[src/rtl/gci_std_display_prog_timing.sv]
// -----------------------------------------------------------------------------
// gci_std_display_prog_timing
//
// Runtime-programmable display timing generator (pixel clock domain).
// Generates sync, data-enable/blank, an early pixel-fetch request, active-area
// pixel coordinates and line/frame strobes. New timing is written into a
// shadow register and only becomes active on a frame boundary (or an explicit
// iRESET_SYNC), so a mode change never tears a frame.
//
// Ports
//   iDISP_CLOCK            pixel clock
//   inRESET                asynchronous active-low reset (restores defaults)
//   iRESET_SYNC            synchronous counter restart; also applies a pending
//                          shadow config and drives onDISP_RESET low
//   iCFG_VALID             one-cycle config write strobe
//   iCFG_HP/HB/HA/HF       horizontal sync/back/active/front widths (clocks)
//   iCFG_VP/VB/VA/VF       vertical sync/back/active/front heights (lines)
//   iCFG_HPOL/VPOL         sync polarity, 1 = active-high
//   oCFG_PENDING           shadow config waiting for the frame boundary
//   oCFG_ERR               one-cycle pulse for a rejected write
//   oDATA_REQ              pixel fetch request, leads oDISP_ENA by P_REQ_LEAD
//   oDATA_SYNC             last cycle of frame
//   oLINE_END              last cycle of line
//   oDISP_ENA/oDISP_BLANK  active video and its inverse
//   oDISP_HSYNC/VSYNC      sync outputs with polarity applied
//   oPIX_X/oPIX_Y          active-area column/row (0 outside active video)
//   onDISP_RESET           panel reset, active-low
// All outputs are registered: the value after edge n+1 decodes the counters
// as they stood during cycle n.
// -----------------------------------------------------------------------------
module gci_std_display_prog_timing #(
  parameter int P_H_WIDTH  = 12,
  parameter int P_V_WIDTH  = 11,
  parameter int P_REQ_LEAD = 2,
  parameter int P_DEF_HP   = 95,
  parameter int P_DEF_HB   = 48,
  parameter int P_DEF_HA   = 640,
  parameter int P_DEF_HF   = 15,
  parameter int P_DEF_VP   = 2,
  parameter int P_DEF_VB   = 33,
  parameter int P_DEF_VA   = 480,
  parameter int P_DEF_VF   = 10,
  parameter bit P_DEF_HPOL = 1'b0,
  parameter bit P_DEF_VPOL = 1'b0
) (
  input  logic                 iDISP_CLOCK,
  input  logic                 inRESET,
  input  logic                 iRESET_SYNC,
  input  logic                 iCFG_VALID,
  input  logic [P_H_WIDTH-1:0] iCFG_HP,
  input  logic [P_H_WIDTH-1:0] iCFG_HB,
  input  logic [P_H_WIDTH-1:0] iCFG_HA,
  input  logic [P_H_WIDTH-1:0] iCFG_HF,
  input  logic [P_V_WIDTH-1:0] iCFG_VP,
  input  logic [P_V_WIDTH-1:0] iCFG_VB,
  input  logic [P_V_WIDTH-1:0] iCFG_VA,
  input  logic [P_V_WIDTH-1:0] iCFG_VF,
  input  logic                 iCFG_HPOL,
  input  logic                 iCFG_VPOL,
  output logic                 oCFG_PENDING,
  output logic                 oCFG_ERR,
  output logic                 oDATA_REQ,
  output logic                 oDATA_SYNC,
  output logic                 oLINE_END,
  output logic                 oDISP_ENA,
  output logic                 oDISP_BLANK,
  output logic                 oDISP_HSYNC,
  output logic                 oDISP_VSYNC,
  output logic [P_H_WIDTH-1:0] oPIX_X,
  output logic [P_V_WIDTH-1:0] oPIX_Y,
  output logic                 onDISP_RESET
);

  localparam int HW = P_H_WIDTH;
  localparam int VW = P_V_WIDTH;

  typedef struct packed {
    logic [HW-1:0] hp, hb, ha, hf;
    logic [VW-1:0] vp, vb, va, vf;
    logic          hpol, vpol;
  } cfg_t;

  localparam cfg_t DEF_CFG = '{
    hp: HW'(P_DEF_HP), hb: HW'(P_DEF_HB), ha: HW'(P_DEF_HA), hf: HW'(P_DEF_HF),
    vp: VW'(P_DEF_VP), vb: VW'(P_DEF_VB), va: VW'(P_DEF_VA), vf: VW'(P_DEF_VF),
    hpol: P_DEF_HPOL, vpol: P_DEF_VPOL
  };

  // Totals are limited to 2^W so the counters (W bits) can reach HT-1/VT-1.
  localparam logic [HW+1:0] H_LIMIT = (HW+2)'(1) << HW;
  localparam logic [VW+1:0] V_LIMIT = (VW+2)'(1) << VW;

  // ---------------------------------------------------------------------------
  // State
  // ---------------------------------------------------------------------------
  logic [HW-1:0] h_q, h_d;
  logic [VW-1:0] v_q, v_d;
  cfg_t          act_q, act_d;
  cfg_t          shd_q, shd_d;
  logic          pend_q, pend_d;
  logic          err_q, err_d;
  logic          req_q, req_d;
  logic          sync_q, sync_d;
  logic          le_q, le_d;
  logic          ena_q, ena_d;
  logic          hs_q, hs_d;
  logic          vs_q, vs_d;
  logic [HW-1:0] px_q, px_d;
  logic [VW-1:0] py_q, py_d;
  logic          nrst_q, nrst_d;

  // ---------------------------------------------------------------------------
  // Write validation (sums two bits wider so four max-size fields cannot wrap)
  // ---------------------------------------------------------------------------
  cfg_t          wr_cfg;
  logic [HW+1:0] wr_ht;
  logic [VW+1:0] wr_vt;
  logic          wr_ok;

  assign wr_cfg = '{hp: iCFG_HP, hb: iCFG_HB, ha: iCFG_HA, hf: iCFG_HF,
                    vp: iCFG_VP, vb: iCFG_VB, va: iCFG_VA, vf: iCFG_VF,
                    hpol: iCFG_HPOL, vpol: iCFG_VPOL};

  assign wr_ht = (HW+2)'(iCFG_HP) + (HW+2)'(iCFG_HB) + (HW+2)'(iCFG_HA) + (HW+2)'(iCFG_HF);
  assign wr_vt = (VW+2)'(iCFG_VP) + (VW+2)'(iCFG_VB) + (VW+2)'(iCFG_VA) + (VW+2)'(iCFG_VF);

  // A back porch shorter than the request lead would start REQ inside the
  // sync pulse of the same line, so it is rejected with the other bad values.
  assign wr_ok = (iCFG_HP != '0) && (iCFG_HB != '0) && (iCFG_HA != '0) && (iCFG_HF != '0) &&
                 (iCFG_VP != '0) && (iCFG_VB != '0) && (iCFG_VA != '0) && (iCFG_VF != '0) &&
                 (iCFG_HB >= HW'(P_REQ_LEAD)) &&
                 (wr_ht <= H_LIMIT) && (wr_vt <= V_LIMIT);

  // ---------------------------------------------------------------------------
  // Active-config window bounds (one bit wider than the fields)
  // ---------------------------------------------------------------------------
  logic [HW:0] ht, h_ext, h_act_lo, h_act_hi, h_req_lo, h_req_hi;
  logic [VW:0] vt, v_ext, v_act_lo, v_act_hi;
  logic        line_end, frame_end, v_win, apply_now;

  assign ht       = {1'b0, act_q.hp} + {1'b0, act_q.hb} + {1'b0, act_q.ha} + {1'b0, act_q.hf};
  assign vt       = {1'b0, act_q.vp} + {1'b0, act_q.vb} + {1'b0, act_q.va} + {1'b0, act_q.vf};
  assign h_ext    = {1'b0, h_q};
  assign v_ext    = {1'b0, v_q};
  assign h_act_lo = {1'b0, act_q.hp} + {1'b0, act_q.hb};
  assign h_act_hi = h_act_lo + {1'b0, act_q.ha};
  assign h_req_lo = h_act_lo - (HW+1)'(P_REQ_LEAD);
  assign h_req_hi = h_act_hi - (HW+1)'(P_REQ_LEAD);
  assign v_act_lo = {1'b0, act_q.vp} + {1'b0, act_q.vb};
  assign v_act_hi = v_act_lo + {1'b0, act_q.va};

  assign line_end  = (h_ext == ht - (HW+1)'(1));
  assign frame_end = line_end && (v_ext == vt - (VW+1)'(1));
  assign v_win     = (v_ext >= v_act_lo) && (v_ext < v_act_hi);
  assign apply_now = frame_end || iRESET_SYNC;

  // ---------------------------------------------------------------------------
  // Next-state logic
  // ---------------------------------------------------------------------------
  always_comb begin
    // NOTE: every signal gets a default first, so no path can leave one
    // unassigned and infer a latch.
    h_d    = h_q + HW'(1);
    v_d    = v_q;
    act_d  = act_q;
    shd_d  = shd_q;
    pend_d = pend_q;

    // Counters restart on a frame boundary or a sync restart; the new
    // config (if any) governs the cycle right after.
    if (apply_now) begin
      h_d = '0;
      v_d = '0;
    end else if (line_end) begin
      h_d = '0;
      v_d = v_q + VW'(1);
    end

    // A valid write that lands on the apply edge goes straight to the
    // active set; otherwise a pending shadow is applied, otherwise the
    // write parks in the shadow (last write wins).
    if (iCFG_VALID && wr_ok && apply_now) begin
      act_d  = wr_cfg;
      shd_d  = wr_cfg;
      pend_d = 1'b0;
    end else if (apply_now && pend_q) begin
      act_d  = shd_q;
      pend_d = 1'b0;
    end else if (iCFG_VALID && wr_ok) begin
      shd_d  = wr_cfg;
      pend_d = 1'b1;
    end

    err_d  = iCFG_VALID && !wr_ok;
    nrst_d = !iRESET_SYNC;

    // Output decode of the current counters under the current active config.
    ena_d  = v_win && (h_ext >= h_act_lo) && (h_ext < h_act_hi);
    req_d  = v_win && (h_ext >= h_req_lo) && (h_ext < h_req_hi);
    le_d   = line_end;
    sync_d = frame_end;
    hs_d   = (h_q < act_q.hp) ^ ~act_q.hpol;
    vs_d   = (v_q < act_q.vp) ^ ~act_q.vpol;
    px_d   = ena_d ? HW'(h_ext - h_act_lo) : '0;
    py_d   = ena_d ? VW'(v_ext - v_act_lo) : '0;
  end

  // ---------------------------------------------------------------------------
  // Registers
  // ---------------------------------------------------------------------------
  always_ff @(posedge iDISP_CLOCK or negedge inRESET) begin
    if (!inRESET) begin
      h_q    <= '0;
      v_q    <= '0;
      act_q  <= DEF_CFG;
      shd_q  <= DEF_CFG;
      pend_q <= 1'b0;
      err_q  <= 1'b0;
      req_q  <= 1'b0;
      sync_q <= 1'b0;
      le_q   <= 1'b0;
      ena_q  <= 1'b0;
      hs_q   <= ~P_DEF_HPOL;
      vs_q   <= ~P_DEF_VPOL;
      px_q   <= '0;
      py_q   <= '0;
      nrst_q <= 1'b0;
    end else begin
      // NOTE: non-blocking assignments make every register sample the
      // pre-edge values, independent of statement order.
      h_q    <= h_d;
      v_q    <= v_d;
      act_q  <= act_d;
      shd_q  <= shd_d;
      pend_q <= pend_d;
      err_q  <= err_d;
      req_q  <= req_d;
      sync_q <= sync_d;
      le_q   <= le_d;
      ena_q  <= ena_d;
      hs_q   <= hs_d;
      vs_q   <= vs_d;
      px_q   <= px_d;
      py_q   <= py_d;
      nrst_q <= nrst_d;
    end
  end

  assign oCFG_PENDING = pend_q;
  assign oCFG_ERR     = err_q;
  assign oDATA_REQ    = req_q;
  assign oDATA_SYNC   = sync_q;
  assign oLINE_END    = le_q;
  assign oDISP_ENA    = ena_q;
  assign oDISP_BLANK  = ~ena_q;
  assign oDISP_HSYNC  = hs_q;
  assign oDISP_VSYNC  = vs_q;
  assign oPIX_X       = px_q;
  assign oPIX_Y       = py_q;
  assign onDISP_RESET = nrst_q;

endmodule

[config.mk]
export PLATFORM = sky130hd
export DESIGN_NAME = gci_std_display_prog_timing
export DESIGN_NICKNAME = d
export VERILOG_FILES = /design/src/rtl/gci_std_display_prog_timing.sv
export SDC_FILE = /design/constraint.sdc
export NUM_CORES = 1
export LEC_CHECK = 0
export CAP_MARGIN = 20
export CELL_PAD_IN_SITES_DETAIL_PLACEMENT = 2
export CELL_PAD_IN_SITES_GLOBAL_PLACEMENT = 2
export CORE_MARGIN = 2
export CORE_UTILIZATION = 36
export CTS_CLUSTER_DIAMETER = 150
export CTS_CLUSTER_SIZE = 40
export DETAILED_ROUTE_END_ITERATION = 8
export HOLD_SLACK_MARGIN = 0.06
export MAX_ROUTING_LAYER = met4
export PLACE_DENSITY_LB_ADDON = 0.3
export SETUP_SLACK_MARGIN = 0.4
export SYNTH_ARGS = -nofsm -noshare
export SYNTH_HDL_FRONTEND = slang
export SYNTH_SLANG_ARGS = --single-unit
[constraint.sdc]
create_clock -name iDISP_CLOCK -period 6.4 [get_ports iDISP_CLOCK]
set_input_delay 1.28 -clock iDISP_CLOCK [delete_from_list [all_inputs] [get_ports iDISP_CLOCK]]
set_output_delay 1.28 -clock iDISP_CLOCK [all_outputs]
set_load 0.05 [all_outputs]
Yosys cells after proc, flatten, opt, wreduce, memory -nomap -nowiden. Index checks and enable logic that the tools add are counted.

$add $sub $neg: 20. $lt $le $gt $ge: 11. Equality and inequality tests: 3. Multiplexer cells: 14. Bitwise logic cells: 5. Reductions and logical operators: 36.

Operator list (number): $mux 94 (5); $reduce_bool 12->1 (4); $reduce_bool 11->1 (4); $mux 12 (3); $mux 11 (3); $add 12x12->13 (2); $add 13x12->13 (2); $ge 12x13->1 (2); $lt 12x13->1 (2); $sub 13x2->13 const B (2); $add 11x11->12 (2); $add 12x11->12 (2); $logic_and 1x1->1 (20); $add 13x12->14 (1); $add 14x12->14 (1); $le 14x13->1 const B (1); $add 12x11->13 (1); $add 13x11->13 (1); $eq 12x13->1 (1); $le 13x12->1 const B (1); $sub 13x1->13 const B (1); $add 12x1->12 const B (1); $eq 11x12->1 (1); $ge 11x12->1 (1); 17 further kinds (25).

Flip-flop bits (word level): 243. Input bits: 98. Logic and storage cells: 122.

Longest topological paths before layout. Gate-level depths: netlist of the first run.

Word-level depth: 15. Mapped depth: 32.

Least setup slack after synthesis of the first run. No wires, ideal clock.

Kind: register -> register. Start: reg act_q[82] in the netlist's numbering. End: reg act_q[2] in the netlist's numbering. Data arrival time: 6.440 ns. Required time: 6.270 ns. Slack: -0.170 ns. Cell stages (with the launch flop): 31. Period minus slack after synthesis: 6.570 ns. Cells stage by stage: dfstp_2 -> ha_1 -> inv_1 -> fa_1 -> nand2b_1 -> nand2b_1 -> a21oi_1 -> xor2_1 -> inv_1 -> ha_1 -> or3_1 -> o221a_2 -> o21ai_0 -> nand2b_1 -> a311oi_1 -> ha_1 -> inv_1 -> ha_1 -> xnor2_1 -> nor3_1 -> a2111o_1 -> nor4_2 -> o211a_1 -> nand4bb_1 -> mux2_4 -> o31a_1 -> buf_2 -> o21bai_4 -> buf_6 -> buf_6 -> o2bb2ai_1.

Word-level cells in the longest chain between the ends: 9. Elaborated cells on any way between the ends: 11. Classes of those cells: 4 x add/sub; 1 x eq/ne; 1 x mux; 5 x reduce/logical.

RTL lines: start: declaration (line 98) `cfg_t act_q, act_d;`; start signal: assignment (line 233) `act_q <= act_d;`; $add 12x12->13 (*) (line 141) `assign ht = {1'b0, act_q.hp} + {1'b0, act_q.hb} + {1'b0, act_q.ha} + {1'b0, act_q.hf};`; $add 13x12->13 (*) (2 in series) (line 141); $sub 13x1->13 (*) (line 152) `assign line_end = (h_ext == ht - (HW+1)'(1));`; $eq 12x13->1 (*) (line 152); $logic_and 1x1->1 (*) (line 153) `assign frame_end = line_end && (v_ext == vt - (VW+1)'(1));`; $logic_or 1x1->1 (*) (line 155) `assign apply_now = frame_end || iRESET_SYNC;`; $logic_and 1x1->1, on equally long branches (line 182, 186); $mux 94 or $reduce_bool 2->1 (tied branches).

Mark *: on every way between the ends. The rest lies on a longest branch, timed or not. A chain may end at the register's enable or synchronous reset.

Worst setup path after layout of the first run.
Start: reg act_q[35] in the netlist's numbering. End: reg act_q[44] in the netlist's numbering.

Word-level cells in the longest chain between the ends: 9. Elaborated cells on any way between the ends: 11. Classes of those cells: 4 x add/sub; 1 x eq/ne; 1 x mux; 5 x reduce/logical.

RTL lines: $add 11x11->12 (*) (line 142) `assign vt = {1'b0, act_q.vp} + {1'b0, act_q.vb} + {1'b0, act_q.va} + {1'b0, act_q.vf};`; $add 12x11->12 (*) (2 in series) (line 142); $sub 12x1->12 (*) (line 153); $eq 11x12->1 (*) (line 153); $logic_and 1x1->1 (*) (line 153); $logic_or 1x1->1 (*) (line 155); $logic_and 1x1->1, on equally long branches (line 182, 186); $mux 94 or $reduce_bool 2->1 (tied branches).

Marks and branches as above.

==> run metrics, run 1 <==
Worst Path Required 6850 ps; Synth-to-Final Area Change 28.6%; Worst-path clk slew around 170 ps; Congestion Overflow GR 0; CTS max path bufs 3; RSZ-0062 raised after global routing yes; CP peak stage delay 570 ps; Worst Path Arrival 7310 ps; number of synthesized flops with an enable pin 0; critical path endpoint category flip-flop; # hold bufs at CTS 0; Max Clk Rate 146 MHz; status finished with violations; ANT nets after route 0; Hold Crit Class flip-flop to flip-flop; multi-input logic area 13000 um2; Synth Instances 1811; antenna cells 0; die area roughly 53000 um2; Post-Syn Area 18400 um2; failing checks setup timing; first-pass GRT wire length 103000 um; fin crit period just under 7000 ps; Startpoint Class flip-flop; Post-Syn Area per Cell a little over 10 um2; Routability Congestion 0.882; routed len/inst 30.9 um; most frequent CP cell ha_1; most instantiated cells after synthesis ha_1 (204), dfrtp_1 (195), inv_1 (153), a22oi_1 (98); number of global-route vias before repair 17100; R2R setup slack -470 ps; Remaining DRCs 0; FILL cells 5122; FFs w/ async S/R, synth 100%; DRT iter0 DRCs approximately 1100; fin nets 2375; most numerous cell in the Yosys netlist ha_1; wirelength, routed between 80000 and 90000 um; H-tree Lvls 1; Slew headroom between 30 and 40%; Final HPWL DP 49800 um; Seq cells post-synth 243; Max Clock Skew 68.7 ps; CTS Buf Count 11; Via Count 16500; sequential cell area 6140 um2; max-cap violation count 0; library cells used by synthesis 71; root buffer cell clkbuf_16; Buffers on Ports 130; top area cells in the synthesized netlist dfrtp_1 (27%), ha_1 (14%), dfstp_2 (6.9%); crit share post-route 107%; largest net degree at the start of global routing 144; TritonCTS Sinks between 200 and 250; Initial Utilization 36.6%; final core occ around 47%; DRT Pass-1 Iters 5; share of cells above drive strength 1 a little under a quarter; routed vias/inst 6.12; cell taking the most area after synthesis dfrtp_1; CTS tree built; fin worst setup slack -468 ps; CP max-delay cell nor4b_1; maximum fanout along the worst path 23; worst-skew pair later-pin latency 570 ps; Final setup viols approximately 110; GR Util All Layers 25.9%; die height approximately 230 um; Seq/Total Area, Yosys between 30% and 40%; max-slew violation count 0; initial antenna violation count 0; post-synth top area share 26.6%; top_reg_cell synth dfrtp_1; Die Wd 230 um; # IOs 131; Mapped Nets 2167; YS warnings 0; core area 50300 um2; class of the most critical setup path flip-flop to flip-flop; worst slew pin tran 949 ps; # rows 82; Final Hold Fails 0
-- layer usage --
layer | up-vias | routed length, um | GRT usage, %
met5 | - | 0 | -
met2 | 529 | 42400 | 43.8
met4 | 0 | 3910 | 7.58
met3 | 212 | 3470 | 2.39
li1 | 7032 | - | -
met1 | 8722 | 33600 | 33.0
-- worst max-delay path: cells and delay by family (launching register included) --
| kind | cells | cell delay (ps) |
|---|---|---|
| compound gates | 10 | 2080 |
| fa+ha+maj | 5 | 1560 |
| simple gates | 6 | 1220 |
| xor+xnor | 4 | 820 |
| buf+inv | 4 | 630 |
| flops | 1 | 430 |
-- flip-flops by register name, summed over array words and instances (netlist names), 11 cells and up --
| name | count |
|---|---|
| act_q | 94 |
| shd_q | 94 |
| h_q | 12 |
| oPIX_X | 12 |
| oPIX_Y | 11 |
| v_q | 11 |
-- what timing repair did --
action | in CTS | in global routing
pin swaps | 37 | 58
gates resized for setup | 67 | 170
gates cloned | 4 | 12
setup endpoints to repair | 117 | 119
setup buffers | 42 | 20
-- final timing paths --
check,from,end,depth (start not counted)
setup / recovery,act_q[35],act_q[44],29
hold / removal,act_q[47],act_q[47],1
setup reg to reg,act_q[35],act_q[44],29
hold reg to reg,act_q[47],act_q[47],1
max in group asynchronous,inRESET,shd_q[30],2
min in group asynchronous,inRESET,h_q[3],1
-- through the flow --
step	hold WS, ps	setup TNS, ps	instance area (um2)	instances	setup WS (ps)
floorplan	456	0	18500	1811	284
global placement	475	-96.0	20900	2600	-6.61
detailed placement	473	-12850	20900	2600	-174
CTS	504	0	22000	2663	274
global route	515	-49030	23600	2695	-566
finish	500	-35990	23600	2695	-468
-- cell type report --
type / instances / area share [%]
sequential: 243 / 26.0
timing repair buffer: 259 / 11.5
tap: 672 / 3.56
clock buffer: 12 / 1.18
clock inverter: 5 / 0.355
inverter: 153 / 2.43
multi-input combinational: 1351 / 55.0
-- cells in the final DEF, fill, tap and decap left out, drive strengths merged, types with 39 or more instances in the layout --
master,Yosys,final
ha,204,204
dfrtp,195,195
inv,153,158
clkdlybuf4s50,0,129
buf,24,123
a22oi,98,98
mux2,96,96
o2bb2ai,95,95
nor2,90,90
xnor2,77,77
a21oi,74,74
o21ai,60,60
nand2,59,59
xor2,59,59
fa,54,54
dfstp,48,48
nor3,44,44
a21o,43,43
nand3,39,39
-- logic make-up after synthesis --
logic type | synth area share [%]
AO/OA/AOI/OAI | 19.3
AND/OR/NAND/NOR | 10.1
adder cells (fa/ha/maj) | 19.8
flip-flops | 33.4
buffers and inverters | 4.78
XOR/XNOR | 6.48
multiplexers | 6.12
Power of run 1 is not shown: default switching activity piles up to over one toggle a cycle in this logic, so the estimate is an artifact.
==> run 2, diff against run 1 <==
--- a/config.mk
+++ b/config.mk
@@ -17,6 +17,7 @@
 export MAX_ROUTING_LAYER = met4
 export PLACE_DENSITY_LB_ADDON = 0.3
 export SETUP_SLACK_MARGIN = 0.4
+export SLEW_MARGIN = 20
 export SYNTH_ARGS = -nofsm -noshare
 export SYNTH_HDL_FRONTEND = slang
 export SYNTH_SLANG_ARGS = --single-unit
==> results of run 2 <==
The final DEF is identical to that of run 1; final timing and power are the same.
Power of run 2 is left out for the same reason.
==> RTL edit: new RTL, settings of run 2 <==
`v_q` no longer has a reset.
--- a/src/rtl/gci_std_display_prog_timing.sv
+++ b/src/rtl/gci_std_display_prog_timing.sv
@@ -211,7 +211,6 @@
   always_ff @(posedge iDISP_CLOCK or negedge inRESET) begin
     if (!inRESET) begin
       h_q    <= '0;
-      v_q    <= '0;
       act_q  <= DEF_CFG;
       shd_q  <= DEF_CFG;
       pend_q <= 1'b0;
@@ -229,7 +228,6 @@
       // NOTE: non-blocking assignments make every register sample the
       // pre-edge values, independent of statement order.
       h_q    <= h_d;
-      v_q    <= v_d;
       act_q  <= act_d;
       shd_q  <= shd_d;
       pend_q <= pend_d;
@@ -246,6 +244,10 @@
     end
   end
 
+  always_ff @(posedge iDISP_CLOCK) begin
+    v_q <= v_d;
+  end
+
   assign oCFG_PENDING = pend_q;
   assign oCFG_ERR     = err_q;
   assign oDATA_REQ    = req_q;
Function: same outputs for any inputs over 4 cycles, from zero or initial values and one cycle with inRESET low; that may be too few to reach the edited logic, so the function may still have changed.
==> RTL edit against run 2 <==
  * Cell count is 2.4% lower
  * Die area shrank 0.22%
  * Cell area shrank 3.7%
  * Wire length is 16% lower
  * Synthesized cell count down 3.5%
  * Count of clock-buffer cells in the layout increased by 1
  * The flow still finishes with violations (setup timing)
  * Synthesized area decreased by 0.22%
  * Worst setup slack improved by 0.44 ns
  * Utilization is 1.7 points lower
  * Sequential cell count unchanged
  * Fmax up 6.8%
Power is left out: the tool's default activity adds up to more than one toggle a clock period on the data nets, which glitch-free logic cannot reach.
==> RTL edit: results (changes against run 2) <==
| Metric | Value |
|---|---|
| Worst-skew pair later-pin latency | 0.53 ns (-0.04 ns) |
| Final worst slack | -0.0315 ns (+0.437 ns) |
| Via/cell ratio | 5.78 (-5.6%) |
| Drt wl/cell | 26.7 um (-14%) |
| Sequential share of the synthesized area | 33.2% (-0.22 points) |
| End point of the critical path | act_q[11] |
| Synthesized Nets | 2,104 (-2.9%) |
| Via count of the first global-routing pass | 16,200 (-5.2%) |
| Critical path peak fanout | 6 (-74%) |
| Tightest Pin Transition | 0.854 ns (-0.0947 ns) |
| Overall Global Routing Usage | 23.3% (-2.6 points) |
| Critical Path Slowest Stage Cell | dfstp_2 |
| Final setup vio count | 2 (-98%) |
| Number of standard cells after synthesis | 1,748 (-3.5%) |
| Hold endpoint | shd_q[55] |
| Worst EP arrival | 6.86 ns (-0.45 ns) |
| Share of cells above drive strength 1 | 25.4% (+2.5 points) |
| Final critical path time including I/O delays and setup | 6.43 ns (-0.437 ns) |
| Post-synth ARST share | 95.5% (-4.5 points) |
| Violations in the final reports | setup timing |
| First-pass GRT wire length | 94.1 mm (-8.9%) |
| GR Util met3 | 2.00% (-0.40 points) |
| Result of the run | complete, but fails checks |
| Post-route met1 wirelength | 31.2 mm (-7.2%) |
| Hold Crit Start | shd_q[55] |
| Maximum number of pins on one net before global-route repair | 132 (-8.3%) |
| Leading cell types by count after synthesis | ha_1 (204), dfrtp_1 (184), inv_1 (147) |
-- RTL edit: kinds of logic after synthesis --
kind of cell | synth area share, %
simple gates | 9.20
xor+xnor | 6.55
buf+inv | 4.57
mux | 6.05
fa+ha+maj | 19.8
flops | 33.2
compound gates | 20.6
-- RTL edit: what timing repair did --
item / 4_1_cts / 5_1_grt
gates resized for setup: 57 / 125
hold buffers: 0 / 0
endpoints found under the hold margin: 0 / 0
endpoints found under the setup margin: 118 / 174
pin swaps: 21 / 64
setup buffers: 25 / 23
cloned: 1 / 7
-- RTL edit: layout make-up --
type / instances / share of cell area (%)
repair buffers: 253 / 11.4
clock inverters: 3 / 0.198
flip-flops and latches: 243 / 26.8
clock buffers: 13 / 1.24
inverters: 147 / 2.43
multi-input cells: 1299 / 54.2
well taps: 672 / 3.70
